==> src/rtl/spi_xfer_if.sv <==
// Bus bundle for spi_xfer: configuration, transfer handshake, status and SPI pins.
// The master side drives configuration and serial input; the slave side is the controller.
interface spi_xfer_if;
  logic [2:0] clk_div;
  logic       irq_en;
  logic [1:0] cs_sel;
  logic [1:0] mode;
  logic [7:0] tx_data;
  logic       start;
  logic       irq_clr;
  logic       miso;
  logic       busy;
  logic       done;
  logic [7:0] rx_data;
  logic       irq;
  logic       sclk;
  logic       mosi;
  logic [3:0] cs_n;

  modport master (
    output clk_div, irq_en, cs_sel, mode, tx_data, start, irq_clr, miso,
    input  busy, done, rx_data, irq, sclk, mosi, cs_n
  );

  modport slave (
    input  clk_div, irq_en, cs_sel, mode, tx_data, start, irq_clr, miso,
    output busy, done, rx_data, irq, sclk, mosi, cs_n
  );
endinterface

==> src/rtl/spi_xfer.sv <==
// Single-byte SPI master: SETUP, 16 SCLK half-periods, HOLD, one-cycle DONE.
// All outputs are registered; configuration is captured when start is accepted.
module spi_xfer (
  input  logic      clk,
  input  logic      rst,
  spi_xfer_if.slave bus
);

  typedef enum logic [2:0] {IDLE, SETUP, XFER, HOLD, DONE} state_t;

  state_t     state_q, state_d;
  logic [6:0] cnt_q, cnt_d;
  logic [3:0] hp_q, hp_d;
  logic [2:0] div_q, div_d;
  logic       irq_en_q, irq_en_d;
  logic       cpha_q, cpha_d;
  logic [7:0] tx_q, tx_d;
  logic [7:0] rx_sh_q, rx_sh_d;
  logic [7:0] rx_q, rx_d;
  logic       busy_q, busy_d;
  logic       done_q, done_d;
  logic       irq_q, irq_d;
  logic       sclk_q, sclk_d;
  logic       mosi_q, mosi_d;
  logic [3:0] cs_n_q, cs_n_d;

  logic       tick;
  logic       edge_en;
  logic [3:0] edge_idx;
  logic       irq_set;

  // Reload value H-1; the cast keeps clk_div=7 at 127 rather than wrapping.
  function automatic logic [6:0] half_m1(input logic [2:0] d);
    return 7'((8'd1 << d) - 8'd1);
  endfunction

  always_comb begin
    state_d  = state_q;
    cnt_d    = cnt_q;
    hp_d     = hp_q;
    div_d    = div_q;
    irq_en_d = irq_en_q;
    cpha_d   = cpha_q;
    tx_d     = tx_q;
    rx_sh_d  = rx_sh_q;
    rx_d     = rx_q;
    busy_d   = busy_q;
    done_d   = done_q;
    sclk_d   = sclk_q;
    mosi_d   = mosi_q;
    cs_n_d   = cs_n_q;
    edge_en  = 1'b0;
    edge_idx = 4'd0;
    irq_set  = 1'b0;
    tick     = (cnt_q == 7'd0);

    case (state_q)
      IDLE: begin
        sclk_d = bus.mode[1];
        if (bus.start) begin
          state_d  = SETUP;
          div_d    = bus.clk_div;
          irq_en_d = bus.irq_en;
          cpha_d   = bus.mode[0];
          tx_d     = bus.tx_data;
          cnt_d    = half_m1(bus.clk_div);
          hp_d     = 4'd0;
          busy_d   = 1'b1;
          cs_n_d   = ~(4'b0001 << bus.cs_sel);
          mosi_d   = bus.mode[0] ? 1'b0 : bus.tx_data[7];
        end
      end
      SETUP: begin
        if (tick) begin
          state_d  = XFER;
          cnt_d    = half_m1(div_q);
          hp_d     = 4'd0;
          edge_en  = 1'b1;
          edge_idx = 4'd0;
        end else begin
          cnt_d = cnt_q - 7'd1;
        end
      end
      XFER: begin
        if (!tick) begin
          cnt_d = cnt_q - 7'd1;
        end else if (hp_q == 4'd15) begin
          state_d = HOLD;
          cnt_d   = half_m1(div_q);
        end else begin
          cnt_d    = half_m1(div_q);
          hp_d     = hp_q + 4'd1;
          edge_en  = 1'b1;
          edge_idx = hp_q + 4'd1;
        end
      end
      HOLD: begin
        if (tick) begin
          state_d = DONE;
          busy_d  = 1'b0;
          done_d  = 1'b1;
          cs_n_d  = 4'hF;
          rx_d    = rx_sh_q;
          irq_set = irq_en_q;
        end else begin
          cnt_d = cnt_q - 7'd1;
        end
      end
      DONE: begin
        state_d = IDLE;
        done_d  = 1'b0;
        mosi_d  = 1'b0;
        sclk_d  = bus.mode[1];
        irq_set = irq_en_q;
      end
      default: state_d = IDLE;
    endcase

    // Even edge index is a leading edge; sampling happens on leading edges when CPHA=0.
    if (edge_en) begin
      sclk_d = ~sclk_q;
      if (edge_idx[0] == cpha_q) begin
        rx_sh_d = {rx_sh_q[6:0], bus.miso};
      end else if (!(!cpha_q && edge_idx == 4'd15)) begin
        mosi_d = cpha_q ? tx_q[7] : tx_q[6];
        tx_d   = {tx_q[6:0], 1'b0};
      end
    end

    // Setting is held through the DONE cycle so a clear landing there cannot win.
    if (irq_set)          irq_d = 1'b1;
    else if (bus.irq_clr) irq_d = 1'b0;
    else                  irq_d = irq_q;
  end

  always_ff @(posedge clk or negedge rst) begin
    if (!rst) begin
      state_q  <= IDLE;
      cnt_q    <= 7'd0;
      hp_q     <= 4'd0;
      div_q    <= 3'd0;
      irq_en_q <= 1'b0;
      cpha_q   <= 1'b0;
      tx_q     <= 8'h00;
      rx_sh_q  <= 8'h00;
      rx_q     <= 8'h00;
      busy_q   <= 1'b0;
      done_q   <= 1'b0;
      irq_q    <= 1'b0;
      sclk_q   <= 1'b0;
      mosi_q   <= 1'b0;
      cs_n_q   <= 4'hF;
    end else begin
      state_q  <= state_d;
      cnt_q    <= cnt_d;
      hp_q     <= hp_d;
      div_q    <= div_d;
      irq_en_q <= irq_en_d;
      cpha_q   <= cpha_d;
      tx_q     <= tx_d;
      rx_sh_q  <= rx_sh_d;
      rx_q     <= rx_d;
      busy_q   <= busy_d;
      done_q   <= done_d;
      irq_q    <= irq_d;
      sclk_q   <= sclk_d;
      mosi_q   <= mosi_d;
      cs_n_q   <= cs_n_d;
    end
  end

  assign bus.busy    = busy_q;
  assign bus.done    = done_q;
  assign bus.rx_data = rx_q;
  assign bus.irq     = irq_q;
  assign bus.sclk    = sclk_q;
  assign bus.mosi    = mosi_q;
  assign bus.cs_n    = cs_n_q;

endmodule

==> src/flat_wrapper.sv <==
// flat-port wrapper written by rule: the top's interface ports become plain ports
module spi_xfer_flat 
  (clk, rst, bus_clk_div, bus_irq_en, bus_cs_sel, bus_mode, bus_tx_data, bus_start, bus_irq_clr, bus_miso, bus_busy, bus_done, bus_rx_data, bus_irq, bus_sclk, bus_mosi, bus_cs_n);
  spi_xfer_if bus_i ();
  input  logic clk;
  input  logic rst;
  input wire logic [$bits(bus_i.clk_div)-1:0] bus_clk_div;
  input wire logic [$bits(bus_i.irq_en)-1:0] bus_irq_en;
  input wire logic [$bits(bus_i.cs_sel)-1:0] bus_cs_sel;
  input wire logic [$bits(bus_i.mode)-1:0] bus_mode;
  input wire logic [$bits(bus_i.tx_data)-1:0] bus_tx_data;
  input wire logic [$bits(bus_i.start)-1:0] bus_start;
  input wire logic [$bits(bus_i.irq_clr)-1:0] bus_irq_clr;
  input wire logic [$bits(bus_i.miso)-1:0] bus_miso;
  output wire logic [$bits(bus_i.busy)-1:0] bus_busy;
  output wire logic [$bits(bus_i.done)-1:0] bus_done;
  output wire logic [$bits(bus_i.rx_data)-1:0] bus_rx_data;
  output wire logic [$bits(bus_i.irq)-1:0] bus_irq;
  output wire logic [$bits(bus_i.sclk)-1:0] bus_sclk;
  output wire logic [$bits(bus_i.mosi)-1:0] bus_mosi;
  output wire logic [$bits(bus_i.cs_n)-1:0] bus_cs_n;
  assign bus_i.clk_div = bus_clk_div;
  assign bus_i.irq_en = bus_irq_en;
  assign bus_i.cs_sel = bus_cs_sel;
  assign bus_i.mode = bus_mode;
  assign bus_i.tx_data = bus_tx_data;
  assign bus_i.start = bus_start;
  assign bus_i.irq_clr = bus_irq_clr;
  assign bus_i.miso = bus_miso;
  assign bus_busy = bus_i.busy;
  assign bus_done = bus_i.done;
  assign bus_rx_data = bus_i.rx_data;
  assign bus_irq = bus_i.irq;
  assign bus_sclk = bus_i.sclk;
  assign bus_mosi = bus_i.mosi;
  assign bus_cs_n = bus_i.cs_n;
  spi_xfer u_core (.clk(clk), .rst(rst), .bus(bus_i));
endmodule
==> config.mk <==
export PLATFORM = sky130hd
export DESIGN_NAME = spi_xfer_flat
export DESIGN_NICKNAME = d
export VERILOG_FILES = /design/src/rtl/spi_xfer_if.sv /design/src/rtl/spi_xfer.sv /design/src/flat_wrapper.sv
export SDC_FILE = /design/constraint.sdc
export NUM_CORES = 1
export LEC_CHECK = 0
export CORE_MARGIN = 1.5
export CORE_UTILIZATION = 50
export CTS_CLUSTER_DIAMETER = 150
export DETAILED_ROUTE_END_ITERATION = 8
export GPL_ROUTABILITY_DRIVEN = 1
export PLACE_DENSITY = 0.74
export SYNTH_ARGS = -nofsm -noshare
export SYNTH_HDL_FRONTEND = slang
export SYNTH_SLANG_ARGS = --single-unit
==> constraint.sdc <==
create_clock -name clk -period 6.4 [get_ports clk]
set_input_delay 1.28 -clock clk [delete_from_list [all_inputs] [get_ports clk]]
set_output_delay 1.28 -clock clk [all_outputs]
set_load 0.05 [all_outputs]
# Yosys cells after proc, flatten, opt, wreduce, memory -nomap -nowiden
# Index checks and enable logic that the tools add are counted.
[word_totals]
register_bits = 52
input_bits = 21
out_inout_bits = 17
word_cells = 106
[classes]
n_addsub = 4
eq_ne = 14
n_shift = 3
muxes = 48
bitwise = 2
reduce_logical = 20
[op_table]
columns = ["operator", "count"]
rows = [
  ["8-bit two-way mux", 5],
  ["4-bit two-way mux", 9],
  ["7-bit two-way mux", 3],
  ["7-bit case mux with 3 select lines", 1],
  ["7-bit by 1-bit subtractor with 7-bit output, second input constant", 3],
  ["1-bit two-way mux", 17],
  ["3-bit two-way mux", 5],
  ["1-bit by 3-bit << shifter with 7-bit output, first input constant", 2],
  ["3-bit case mux with 4 select lines", 1],
  ["4-bit case mux with 3 select lines", 1],
  ["1-bit case mux with 2 select lines", 5],
  ["5-bit AND reduction", 2],
  ["4-bit equality test, second input constant", 2],
  ["2-bit by 1-bit != test with 1-bit output, second input constant", 4],
  ["4-bit case mux with 2 select lines", 1],
  ["2-bit AND reduction", 4],
  ["2-bit nonzero test", 4],
  ["7-bit logical NOT", 1],
  ["3-bit by 2-bit equality test with 1-bit output, second input constant", 2],
  ["2-bit != test, second input constant", 3],
  ["3-bit AND reduction", 2],
  ["3-bit nonzero test", 2],
  ["4-bit by 1-bit adder with 4-bit output, second input constant", 1],
  ["4-bit inverter", 1],
  ["other kinds (9)", 10],
]

# Longest topological paths before layout
# Gate-level depths: netlist (run 1).
[depth]
depth_word = 9
mapped_depth = 9
mapped_depth_nobuf = 8

# Worst setup path before layout (run 1)
# Ideal clock, no wire load.
[synth_timing]
path_type = "input port to flip-flop"
start = "input bus_clk_div[0]"
end = "register u_core.cnt_q[4]"
setup_ns = 0.140
arrival_ns = 2.576
required_time_ns = 6.260
setup_slack_ns = 3.683
cell_stages = 8
n_path_buf = 1
path_cell_list = "clkbuf_1 -> or3_1 -> ha_1 -> and2_1 -> o21ai_0 -> a21oi_1 -> a21oi_1 -> o211ai_1"
[synth_between]
elab_chain_cells = 4
[synth_rtl]
columns = ["element", "line_no", "rtl"]
rows = [
  ["start, declared", "flat_wrapper.sv:7", "input wire logic [$bits(bus_i.clk_div)-1:0] bus_clk_div;"],
  ["1-bit by 3-bit << shifter with 7-bit output", "spi_xfer.sv:34", "return 7'((8'd1 << d) - 8'd1);"],
  ["7-bit by 1-bit subtractor with 7-bit output", "spi_xfer.sv:34", ""],
  ["7-bit two-way mux", "spi_xfer.sv:60", "if (bus.start) begin"],
  ["7-bit case mux with 3 select lines", "spi_xfer.sv:57", "case (state_q)"],
  ["end signal, assigned", "spi_xfer.sv:155", "cnt_q <= cnt_d;"],
  ["end, declared", "spi_xfer.sv:12", "logic [6:0] cnt_q, cnt_d;"],
]
# No other way between the ends. The select of a mux whose other input is x is not followed.
# A chain may end at the register's enable or synchronous reset.

# Worst setup path in the final report (run 1)
[layout_timing]
start = "input bus_clk_div[1]"
end = "register u_core.cnt_q[4]"
# Same word-level chain as after synthesis.

==> results.py, run 1 <==
metrics = {
    "outcome": {
        "outcome": "finished, final reports clean",
    },
    "route": {
        "vias": 2156,
        "firstDrtPassIters": 4,
        "ant_nets": 0,
        "post_drt_wl_per_cell_um": 14.92,
        "drt_iter0_drc": 219,
        "viasPerCell": 5.644,
        "drcViolationCount": 0,
        "detail_route.wirelength_um": 5698,
    },
    "clock_tree": {
        "cts_made_buffers": 5,
        "htreeDepth": 2,
        "holdBufCountCts": 0,
        "clockBufferDepth": 2,
        "clkTransAtPathRegs_ns": 0.11,
        "clock_sinks": 52,
        "clock_latency_ns": 0.31,
        "cts_resized": 0,
        "clockRootBuffer": "clkbuf_8",
        "cts_tree": "built",
        "postCtsSetupRepairBufs": 0,
    },
    "final_layout": {
        "final_common_cell": "dfrtp_1",
        "fin_nets": 336,
        "n_antenna_cell": 0,
        "regArea_um2": 1306,
        "syn_to_final_growth_pct": 18.88,
        "drive_gt1_share_pct": 15.38,
        "layout_common_cells": "dfrtp_1 (48), nand2_1 (39), clkdlybuf4s50_1 (36)",
        "num-fill-cells": 451,
        "multiInputGateArea_um2": 1405,
        "final_core_util_pct": 63.19,
    },
    "floorplanning": {
        "die_w_um": 77.62,
        "ios": 38,
        "die_y_um": 77.62,
        "rows": 26,
        "start_util_pct": 53.15,
        "core_area_um2": 5238,
        "dieArea_um2": 6024,
    },
    "sta": {
        "grt_setup_unrepaired": "no",
        "fmax_ghz": 0.3379,
        "finalSetupViolations": 0,
        "finalClockSkew_ns": 0.009657,
        "hold_violations": 0,
        "finalCriticalPeriod_ns": 2.960,
        "worst_pin_slew_ns": 0.6668,
        "layout_setup_ws_ns": 3.440,
        "max_slew_margin_pct": 55.15,
        "fin_crit_sh_pct": 46.24,
        "drv_slew": 0,
        "tns_ns": 0,
    },
    "pwr": {
        "vdd_drop_max_mv": 0.2173,
        "p_per_area_nw_per_um2": 389.4,
        "p_leak_uw": 0.001416,
    },
    "grt": {
        "grt.total_usage_pct": 20.90,
        "grt_pass1_vias": 2142,
        "grt_pass1_wl_um": 10010,
        "overflow": 0,
        "grt_start_max_net_pins": 53,
        "antenna_found_initial": 0,
    },
    "worst_setup_path": {
        "cp-start-kind": "input port",
        "crit_type": "in2reg",
        "reg2reg_slack_ns": 3.86,
        "worstPathRequired_ns": 6.59,
        "worstPathMaxFanout": 9,
        "critical_path.reg2reg.endpoint": "u_core.tx_q[3]",
        "critPathArrivalTime_ns": 3.15,
        "rr_startpoint": "u_core.state_q[2]",
        "r2r_cells": 5,
        "critPathCaptureType": "flop",
    },
    "worst_hold_path": {
        "hold_path.class": "reg2reg",
        "hp-start": "u_core.bus.rx_data[5]",
        "hold_path_depth": 2,
        "min_to": "u_core.bus.rx_data[5]",
    },
    "synth": {
        "synth-main-ff-cell": "dfrtp_1",
        "synthArstFlopShare_pct": 100.0,
        "synth_edf_count": 0,
        "yosysTopAreaCell": "dfrtp_1",
        "syn_nets": 299,
        "yosys_register_bits": 52,
        "ys_seq_area_share_pct": 46.92,
        "netlist_area_um2": 2784,
        "postSynthAreaPerCell_um2": 10.16,
        "synth_top_area_share_pct": 43.15,
        "yosys_warnings": 0,
        "synth.area.top_cells": "dfrtp_1 (43%), mux2_2 (11%), nand2_1 (5.3%)",
        "synth_cell_types": 54,
        "synth_cells": 274,
    },
    "placement": {
        "dp_hpwl_um": 4021,
        "place_ws_ns": 3.094,
        "globalplace.congestion": 0.8726,
        "io_buffers": 37,
    },
    "flow_run": {
        "cap_violations": 0,
    },
}
==> cell usage after synthesis, types with 2 or more instances <==
master	number
dfstp_2	4
xor2_1	3
o21ai_0	13
nand3_1	7
a21boi_0	2
a31oi_1	5
a21o_1	3
nor3_1	13
a21oi_1	9
nand2b_1	5
nor3b_1	5
nor2_1	11
ha_1	4
nand2_1	39
nand3b_1	2
mux2i_1	2
and3_1	3
mux2_2	27
o22ai_1	2
a211oi_1	3
o21a_1	4
xnor2_1	4
or3_1	4
clkbuf_1	4
a22o_1	3
inv_1	9
o211ai_1	3
buf_2	4
dfrtp_1	48
or2_2	2
a221oi_1	2
and2_1	3
==> worst max path at each step <==
stage | end | depth (start not counted) | slack [ns] | from
after floorplan | u_core.cnt_q[4] | 8 | 3.68 | bus_clk_div[0]
after global placement | u_core.cnt_q[4] | 8 | 3.18 | bus_clk_div[1]
after detailed placement | u_core.cnt_q[4] | 8 | 3.09 | bus_clk_div[1]
after CTS | u_core.cnt_q[4] | 8 | 3.44 | bus_clk_div[1]
after global routing | u_core.cnt_q[4] | 8 | 3.33 | bus_clk_div[1]
final | u_core.cnt_q[4] | 8 | 3.44 | bus_clk_div[1]
==> metrics by stage <==
stage          hold WS, ns  std cells  instance area [um2]  power [uW]
5_1_grt             0.5174        382                 3309        1381
3_3_place_gp        0.4581        374                 3213        1076
6_report            0.4827        382                 3309        1289
2_1_floorplan       0.4348        274                 2784       942.9
4_1_cts             0.4865        382                 3309        1296
3_5_place_dp        0.4622        374                 3213        1092
==> critical path, cell delays in order <==
cell and delay (ns):
clkdlybuf4s50_1 0.53, or3_1 0.41, ha_1 0.27, and2_1 0.19, o21ai_0 0.18, a21oi_1 0.09
a21oi_1 0.12, o211ai_1 0.09
==> logic make-up after synthesis <==
group	Yosys count	share of synthesized area, %
xor+xnor	7	2.202
flops	52	46.92
simple gates	99	17.80
mux	29	11.64
fa+ha+maj	5	2.157
buf+inv	18	2.606
compound gates	64	16.67
==> registers in the layout (all words and copies together) (netlist names) <==
signal              cells
u_core.bus.done         1
u_core.div_q            3
u_core.irq_en_q         1
u_core.cpha_q           1
u_core.rx_sh_q          8
u_core.bus.cs_n         4
u_core.tx_q             8
u_core.state_q          3
u_core.bus.busy         1
u_core.bus.irq          1
u_core.hp_q             4
u_core.cnt_q            7
u_core.bus.mosi         1
u_core.bus.rx_data      8
u_core.bus.sclk         1
==> report_power, final <==
group	internal, uW	switching (uW)
logic	250	298
clock network	80.6	121
registers	434	104
total	765	524
==> metal layers <==
layer	part of all wire, %	up-vias	global-route usage [%]
li1	-	1060	-
met1	47	1026	29.29
met2	45	66	30.96
met3	7.3	4	6.000
met4	0.84	0	7.091
met5	0	-	0
==> final cells by class <==
class	count	area share, %
clock buffer	5	2.079
clock inverter	3	0.8318
inverter	9	1.021
multi-input combinational	204	42.46
sequential	52	39.47
tap	70	2.647
timing repair buffer	39	11.49
Power figures use the tool's default switching activity.
==> run 2: changes to the inputs <==
Settings changed: CORE_UTILIZATION 50 to 49, PLACE_DENSITY 0.74 to 0.75.
Clock period 6.4 ns to 2.64 ns, I/O delays scaled along.
==> results.py, run 2 (same netlist as run 1, synthesis figures left out) <==
metrics = {
    "sta": {
        "worst_pin_slew_ns": 0.5628,
        "grt_setup_unrepaired": "no",
        "drv_slew": 0,
        "hold_violations": 0,
        "max_slew_margin_pct": 62.48,
        "fin_crit_sh_pct": 87.76,
        "fmax_ghz": 0.4316,
        "tns_ns": 0,
        "layout_setup_ws_ns": 0.3232,
        "whs_ns": 0.1896,
        "finalSetupViolations": 0,
        "finalCriticalPeriod_ns": 2.317,
        "finalClockSkew_ns": 0.01024,
    },
    "route": {
        "drcViolationCount": 0,
        "drt_iter0_drc": 146,
        "post_drt_wl_per_cell_um": 14.48,
        "detail_route.wirelength_um": 5776,
        "ant_nets": 0,
        "viasPerCell": 5.566,
        "firstDrtPassIters": 4,
        "vias": 2221,
    },
    "clock_tree": {
        "clock_sinks": 52,
        "clkTransAtPathRegs_ns": 0.11,
        "clockBufferDepth": 2,
        "htreeDepth": 2,
        "clockRootBuffer": "clkbuf_8",
        "postCtsSetupRepairBufs": 0,
        "clock_latency_ns": 0.31,
        "holdBufCountCts": 0,
        "cts_tree": "built",
        "cts_resized": 0,
        "cts_made_buffers": 5,
    },
    "final_layout": {
        "layout_common_cells": "dfrtp_1 (48), nand2_1 (39), clkdlybuf4s50_1 (36)",
        "final_cells": 399,
        "final_common_cell": "dfrtp_1",
        "fin_nets": 351,
        "fin_area_um2": 3443,
        "n_antenna_cell": 0,
        "drive_gt1_share_pct": 19.27,
        "syn_to_final_growth_pct": 23.69,
    },
    "pwr": {
        "power_frac_comb_pct": 44.9,
        "vdd_drop_max_mv": 0.6165,
        "intPower_uw": 1918,
        "clock_power_share_pct": 15.6,
        "switching_share_pct": 40.15,
        "p_switching_uw": 1287,
        "p_per_area_nw_per_um2": 930.8,
        "p_leak_uw": 0.001501,
        "seqPwrFrac_pct": 39.6,
    },
    "floorplanning": {
        "rows": 27,
        "start_util_pct": 50.56,
        "dieArea_um2": 6143,
        "ios": 38,
        "core_area_um2": 5507,
        "die_y_um": 78.38,
        "die_w_um": 78.38,
    },
    "worst_hold_path": {
        "hold_path.class": "in2async",
    },
    "placement": {
        "dp_hpwl_um": 4324,
        "dp_cells": 391,
        "io_buffers": 37,
        "globalplace.congestion": 0.8635,
        "placed_cell_area_um2": 3341,
        "place_ws_ns": 0.1312,
    },
    "worst_setup_path": {
        "crit_path_max_incr_delay_ns": 0.40,
        "worst_path_max_delay_cell": "dfrtp_1",
        "cp-start-kind": "flop",
        "worstPathMaxFanout": 9,
        "critPathCaptureType": "flop",
        "worstPathRequired_ns": 2.84,
        "crit_chain": "ha_1 > and3_1 > or3_4 > o21a_1 > o211ai_4 > mux2_2",
        "crit_type": "reg2reg",
        "critPathArrivalTime_ns": 2.52,
    },
    "grt": {
        "grt_pass1_wl_um": 9956,
        "grt.total_usage_pct": 20.59,
        "antenna_found_initial": 0,
        "grt_pass1_vias": 2172,
        "overflow": 0,
        "grt_start_max_net_pins": 29,
    },
    "flow_run": {
        "cap_violations": 0,
    },
    "outcome": {
        "outcome": "finished, final reports clean",
    },
}
run 2: layout make-up:
type,instances,area (um2)
fill,477,2063
multi-input combinational,204,1405
sequential,52,1306
timing repair buffer,54,505.5
tap,72,90.09
clock buffer,5,68.82
clock inverter,3,33.78
inverter,9,33.78
run 2: power groups by stage:
stage / combinational, uW / sequential, uW / clock [uW]
after floorplan: 865 / 1420 / 0
after global placement: 1400 / 1280 / 0
after detailed placement: 1440 / 1290 / 0
after CTS: 1450 / 1270 / 512
after global routing: 1570 / 1310 / 539
final: 1440 / 1270 / 499
run 2: worst max-delay path, delay by kind of cell (launching register included):
| family | cells | cell delay [ns] |
|---|---|---|
| simple gates | 2 | 0.61 |
| compound gates | 2 | 0.59 |
| flops | 1 | 0.40 |
| mux | 1 | 0.38 |
| fa+ha+maj | 1 | 0.22 |
run 2: worst paths after layout:
path / cells past startpoint / slack [ns] / endpoint / startpoint
max: 6 / 0.32 / u_core.tx_q[1] / u_core.hp_q[0]
min: 1 / 0.19 / u_core.cnt_q[3] / rst
max reg2reg: 6 / 0.32 / u_core.tx_q[1] / u_core.hp_q[0]
min reg2reg: 2 / 0.49 / u_core.bus.rx_data[5] / u_core.bus.rx_data[5]
max in group asynchronous: 2 / 1.83 / u_core.bus.cs_n[3] / rst
min in group clk: 2 / 0.49 / u_core.bus.rx_data[5] / u_core.bus.rx_data[5]
run 2: per-stage QoR:
| stage | total power (uW) | utilization (%) |
|---|---|---|
| floorplan | 2286 | - |
| global placement | 2679 | 60.67 |
| detailed placement | 2727 | 60.67 |
| CTS | 3230 | 62.53 |
| global route | 3418 | 62.53 |
| finish | 3205 | 62.53 |
run 2: per-layer routing:
metal	wire length, um	GRT usage, %	vias to the layer above
met5	0	0	-
met4	58	5.357	0
met3	319	4.767	4
met2	2765	34.78	50
met1	2632	26.67	1070
li1	-	-	1097
